$ cat config.mk
export PLATFORM = sky130hd
export DESIGN_NAME = traffic_phase_ctrl
export DESIGN_NICKNAME = d
export VERILOG_FILES = /design/src/rtl/traffic_phase_ctrl.sv
export SDC_FILE = /design/constraint.sdc
export NUM_CORES = 1
export LEC_CHECK = 0
export CORE_ASPECT_RATIO = 1.1
export CORE_MARGIN = 2
export CORE_UTILIZATION = 59
export CTS_CLUSTER_DIAMETER = 150
export DETAILED_ROUTE_END_ITERATION = 12
export GPL_TIMING_DRIVEN = 1
export PLACE_DENSITY_LB_ADDON = 0.05
export SYNTH_ARGS = -nofsm -noshare
export SYNTH_HDL_FRONTEND = slang
export SYNTH_SLANG_ARGS = --single-unit
$ cat constraint.sdc
create_clock -name clk -period 2.01 [get_ports clk]
set_input_delay 0.402 -clock clk [delete_from_list [all_inputs] [get_ports clk]]
set_output_delay 0.402 -clock clk [all_outputs]
set_load 0.005 [all_outputs]
$ cat src/rtl/traffic_phase_ctrl.sv
// traffic_phase_ctrl
// Phase sequencer for a two-direction (north-south / east-west) intersection.
// A prescaler divides clk down to a one-second tick. The controller counts
// down the seconds left in each green/yellow/red phase. A flashing-yellow
// night mode takes priority over everything else.
//
// Ports:
//   clk      - system clock, rising edge
//   rst      - asynchronous, active-high reset
//   en       - run enable; 0 freezes the normal cycle (night mode keeps running)
//   night    - level; 1 selects flashing-yellow night mode
//   cnt_d    - seconds left in the current phase, 0 in night mode
//   light_ns - north-south lamps {red,yellow,green}
//   light_ew - east-west lamps {red,yellow,green}
//   sec_tick - one-cycle pulse per elapsed second
module traffic_phase_ctrl #(
  parameter int unsigned DIV      = 50_000_000,
  parameter int unsigned T_GREEN  = 25,
  parameter int unsigned T_YELLOW = 3,
  parameter int unsigned T_ALLRED = 2
) (
  input  logic       clk,
  input  logic       rst,
  input  logic       en,
  input  logic       night,
  output logic [4:0] cnt_d,
  output logic [2:0] light_ns,
  output logic [2:0] light_ew,
  output logic       sec_tick
);

  if (DIV < 2 || T_GREEN < 1 || T_GREEN > 31 || T_YELLOW < 1 || T_YELLOW > 31 ||
      T_ALLRED < 1 || T_ALLRED > 31) begin : g_param_check
    $error("traffic_phase_ctrl: parameter out of range");
  end

  localparam int unsigned PW = (DIV > 2) ? $clog2(DIV) : 1;
  localparam logic [PW-1:0] PMAX = PW'(DIV - 1);
  localparam logic [4:0] TG = 5'(T_GREEN);
  localparam logic [4:0] TY = 5'(T_YELLOW);
  localparam logic [4:0] TR = 5'(T_ALLRED);

  localparam logic [2:0] RED    = 3'b100;
  localparam logic [2:0] YELLOW = 3'b010;
  localparam logic [2:0] GREEN  = 3'b001;

  typedef enum logic [2:0] {
    NS_GREEN  = 3'd0,
    NS_YELLOW = 3'd1,
    EW_GREEN  = 3'd2,
    EW_YELLOW = 3'd3,
    ALL_RED   = 3'd4,
    NIGHT     = 3'd5
  } state_t;

  state_t        state, state_next;
  logic [PW-1:0] presc, presc_next;
  logic          flash, flash_next;
  logic          tick_next;
  logic [4:0]    cnt_next;
  logic [2:0]    ns_next, ew_next;
  logic          running, advance;

  // Every output, and all other state, is held in a register.
  always_ff @(posedge clk or posedge rst) begin
    if (rst) begin
      state    <= NS_GREEN;
      cnt_d    <= TG;
      presc    <= '0;
      sec_tick <= 1'b0;
      flash    <= 1'b0;
      light_ns <= GREEN;
      light_ew <= RED;
    end else begin
      state    <= state_next;
      cnt_d    <= cnt_next;
      presc    <= presc_next;
      sec_tick <= tick_next;
      flash    <= flash_next;
      light_ns <= ns_next;
      light_ew <= ew_next;
    end
  end

  // Next-state logic for the prescaler, the phase FSM and the lamps.
  always_comb begin
    state_next = state;
    cnt_next   = cnt_d;
    presc_next = presc;
    flash_next = flash;
    tick_next  = 1'b0;
    ns_next    = RED;
    ew_next    = RED;

    // Night mode ignores en, so the lamps keep flashing while the cycle is paused.
    running = en || (state == NIGHT);
    // A tick that is still pending when en drops is not used, so a pause freezes the phase.
    advance = sec_tick && en;

    if (running) begin
      if (presc == PMAX) begin
        presc_next = '0;
        tick_next  = 1'b1;
      end else begin
        presc_next = presc + PW'(1);
      end
    end

    if (night) begin
      state_next = NIGHT;
      if (state != NIGHT) begin
        // Entering night mode restarts the second so the first flash lasts a full second.
        cnt_next   = 5'd0;
        flash_next = 1'b1;
        presc_next = '0;
        tick_next  = 1'b0;
      end else if (sec_tick) begin
        flash_next = ~flash;
      end
    end else begin
      unique case (state)
        NIGHT: begin
          state_next = ALL_RED;
          cnt_next   = TR;
          presc_next = '0;
          tick_next  = 1'b0;
          flash_next = 1'b0;
        end
        NS_GREEN, NS_YELLOW, EW_GREEN, EW_YELLOW, ALL_RED: begin
          if (advance) begin
            if (cnt_d > 5'd1) begin
              cnt_next = cnt_d - 5'd1;
            end else begin
              unique case (state)
                NS_GREEN:  begin state_next = NS_YELLOW; cnt_next = TY; end
                NS_YELLOW: begin state_next = EW_GREEN;  cnt_next = TG; end
                EW_GREEN:  begin state_next = EW_YELLOW; cnt_next = TY; end
                default:   begin state_next = NS_GREEN;  cnt_next = TG; end
              endcase
            end
          end
        end
        default: begin
          // Unreachable encodings go to a safe all-red phase.
          state_next = ALL_RED;
          cnt_next   = TR;
        end
      endcase
    end

    // The lamps are decoded from the next state, so they change on the same edge as the state.
    case (state_next)
      NS_GREEN:  begin ns_next = GREEN;  ew_next = RED;    end
      NS_YELLOW: begin ns_next = YELLOW; ew_next = RED;    end
      EW_GREEN:  begin ns_next = RED;    ew_next = GREEN;  end
      EW_YELLOW: begin ns_next = RED;    ew_next = YELLOW; end
      NIGHT: begin
        ns_next = {1'b0, flash_next, 1'b0};
        ew_next = {1'b0, flash_next, 1'b0};
      end
      default:   begin ns_next = RED;    ew_next = RED;    end
    endcase
  end

endmodule

==> impl_metrics.ini <==
[pwr]
p_leak_nw = 1.16
peakVddDrop_uv = 412
power_density_mw_per_mm2 = 565

[global_route]
antenna_found_initial = 0
grt_pass1_wl_um = 10000
grt_pass1_vias = 2197
grt_max_degree = 43
gr-usage-all-layers_pct = 27.2
grt.overflow.total = 0

[placed_design]
globalplace.congestion = 0.904
hpwlAfterDp_um = 4180
port_buffers = 15

[setup_path]
cp.required_ps = 2230
reg2regPathDepth = 5
r2r_setup_slack_ps = 130
cp-start-kind = flop
crit_fanout = 9
worstSetupEndpointType = flop
criticalPathCategory = reg -> reg
r2r-end = presc[18]
timing.rr.start = presc[1]
cp_data_arrival_time_ps = 2100

[route]
vias = 2251
wl_per_cell_um = 16.4
drt_wl_total_um = 5790
dr.pass1.iters = 4
drtIter0Drc = 164
drc = 0
drtAntennaViolNets = 0
viasPerCell = 6.38

[cells_and_area]
multi_input_area_mm2 = 0.00131
antenna_cells = 0
drive_gt1_share_pct = 16.3
area_growth_pct = 19.9
ff_latch_area_mm2 = 0.00106
fillers = 315
nNetsFinal = 307

[clocking]
cts_made_buffers = 5
htree_levels = 2
clkSinkCount = 42
post-cts-setup-buffer-count = 0
clockRootBuffer = clkbuf_8
clockBufferDepth = 2
clk_pin_slew_worst_paths_ps = 80
insertion_delay_ps = 300
cts_hold_buf = 0
cts_tree = done

[timing]
max-slew-margin-rel_pct = 63.1
finClkSkew_ps = 6.57
drv_slew = 0
max_freq_mhz = 533
finalSetupTns_ps = 0
layout_min_cycle_time_ps = 1880
hold_slack_ps = 445
setup_viol = 0
rsz0062_at_grt = no
tightest_slew_ps = 549
period_share_pct = 93.4
hold_violations = 0

[synthesis]
synth.most_common_cell = dfrtp_1
yosys_warnings = 0
synthMuxAreaShare_pct = 0.461
yosys.area.top_type_share_pct = 37.9
netlist_area_mm2 = 0.00244
synth-adder-area-share_pct = 1.54
yosys-top-cells-area = dfrtp_1 (38%), dfstp_2 (5.4%), nand2_1 (4.2%)
synth-edff-count = 0
avgSynthCellArea_um2 = 9.21
syn_inst = 265
syn_nets = 272
synthSimpleGateAreaFrac_pct = 26.2
synth_top_family_by_area = simple AND/OR/NAND/NOR gates
synth_largest_area_cell = dfrtp_1
postSynth.asyncResetShare_pct = 100
synth-seq-area-share_pct = 43.3
synth-compound-area-share_pct = 20.5
post_synth_num_cell_types = 53
synth_xor_area_share_pct = 4.31
synth_top_flop_cell = dfrtp_1
synth-seq-cells = 42
netlist_top_cells_count = dfrtp_1 (37), nand2_1 (27), nor2_1 (19), o21ai_0 (18), a21oi_1 (16)

[floorplanning]
fp.dieH_um = 71.5
start_util_pct = 61.6
die-area_mm2 = 0.00467
core_mm2 = 0.00396
dieWidth_um = 65.3
io_pins = 16
fp-row-count = 24

[hold_path]
holdCritPathClass = in -> async

[flow_run]
maxCapViolations = 0

[outcome]
status = completed
==> placed cells by master, fill, tap and decap left out, types with 2 or more instances in the layout <==
master,n
o31ai_1,9
and3b_1,2
nand2_1,27
o21a_1,6
or3_1,5
xor2_1,8
and2_1,4
ha_1,3
a21oi_1,16
o21ai_0,18
buf_12,2
and4_2,2
nor4b_1,3
o211ai_1,4
o211a_1,2
nand3_1,11
clkbuf_8,6
nor3_1,6
or4_1,9
nor2_1,19
dfstp_2,5
buf_4,26
o2111ai_1,3
and3_1,4
xnor2_1,4
nand4_1,7
nand4b_1,2
and4_1,3
dfrtp_1,37
clkdlybuf4s50_1,15
nor4_1,3
inv_1,5
a2111oi_0,2
==> metal layers <==
layer / share of wire, % / track usage (%) / wire length [µm] / vias to the layer above
met5: 0 / 0 / 0 / -
met4: 1.2 / 8.80 / 71 / 0
met3: 3.6 / 3.61 / 209 / 11
met2: 52 / 48.4 / 3040 / 64
met1: 43 / 34.1 / 2470 / 1107
li1: - / - / - / 1069
==> sequential cells by signal, indices dropped and copies added, names as in the netlist <==
register	cells
light_ew	3
state	3
cnt_d	5
light_ns	3
flash	1
sec_tick	1
presc	26
==> critical path: stages (launching register included) <==
cell      delay, ps
dfrtp_1         400
ha_1            250
and3_1          290
o211ai_4        160
or4_1           530
a21oi_1         160
==> through the flow <==
step / total power, mW / util (%) / setup WS [ps] / instances / cell area (µm²)
2_1_floorplan: 1.01 / - / 236 / 265 / 2440
3_3_place_gp: 1.09 / 71.2 / -15.7 / 345 / 2820
3_5_place_dp: 1.10 / 71.2 / -57.1 / 345 / 2820
4_1_cts: 1.66 / 73.6 / 102 / 353 / 2920
5_1_grt: 1.72 / 73.8 / 16.9 / 353 / 2930
6_report: 1.65 / 73.8 / 133 / 353 / 2930
==> cells by family after synthesis <==
family                   count (synthesis)
multiplexers                             1
AO/OA/AOI/OAI                           73
buffers and inverters                   20
XOR/XNOR                                12
flip-flops                              42
adder cells (fa/ha/maj)                  3
AND/OR/NAND/NOR                        114
==> cell type report <==
type / instances / area share (%)
clock buffers: 6 / 2.82
flip-flops and latches: 42 / 36.1
repair buffers: 43 / 13.2
inverters: 5 / 0.641
multi-input cells: 203 / 44.6
clock inverters: 2 / 0.428
well taps: 52 / 2.22
==> worst max-delay path by stage <==
| stage | startpoint | end | depth (start not counted) | slack (ps) |
|---|---|---|---|---|
| floorplan | presc[0] | presc[3] | 6 | 240 |
| global placement | en | presc[25] | 6 | -20 |
| detailed placement | en | presc[18] | 5 | -60 |
| CTS | presc[1] | presc[18] | 5 | 100 |
| global route | presc[15] | presc[25] | 4 | 20 |
| finish | presc[1] | presc[18] | 5 | 130 |
==> report_power, final <==
part,switching [mW],internal [mW]
registers,0.0142,0.864
clock network,0.296,0.276
logic,0.112,0.0901
total,0.423,1.23
==> timing repair <==
action                                 in CTS  in global routing
endpoints found under the hold margin       0                  0
resized for setup                           0                  2
setup endpoints to repair                   0                  3
(Power assumes the default switching activity.)
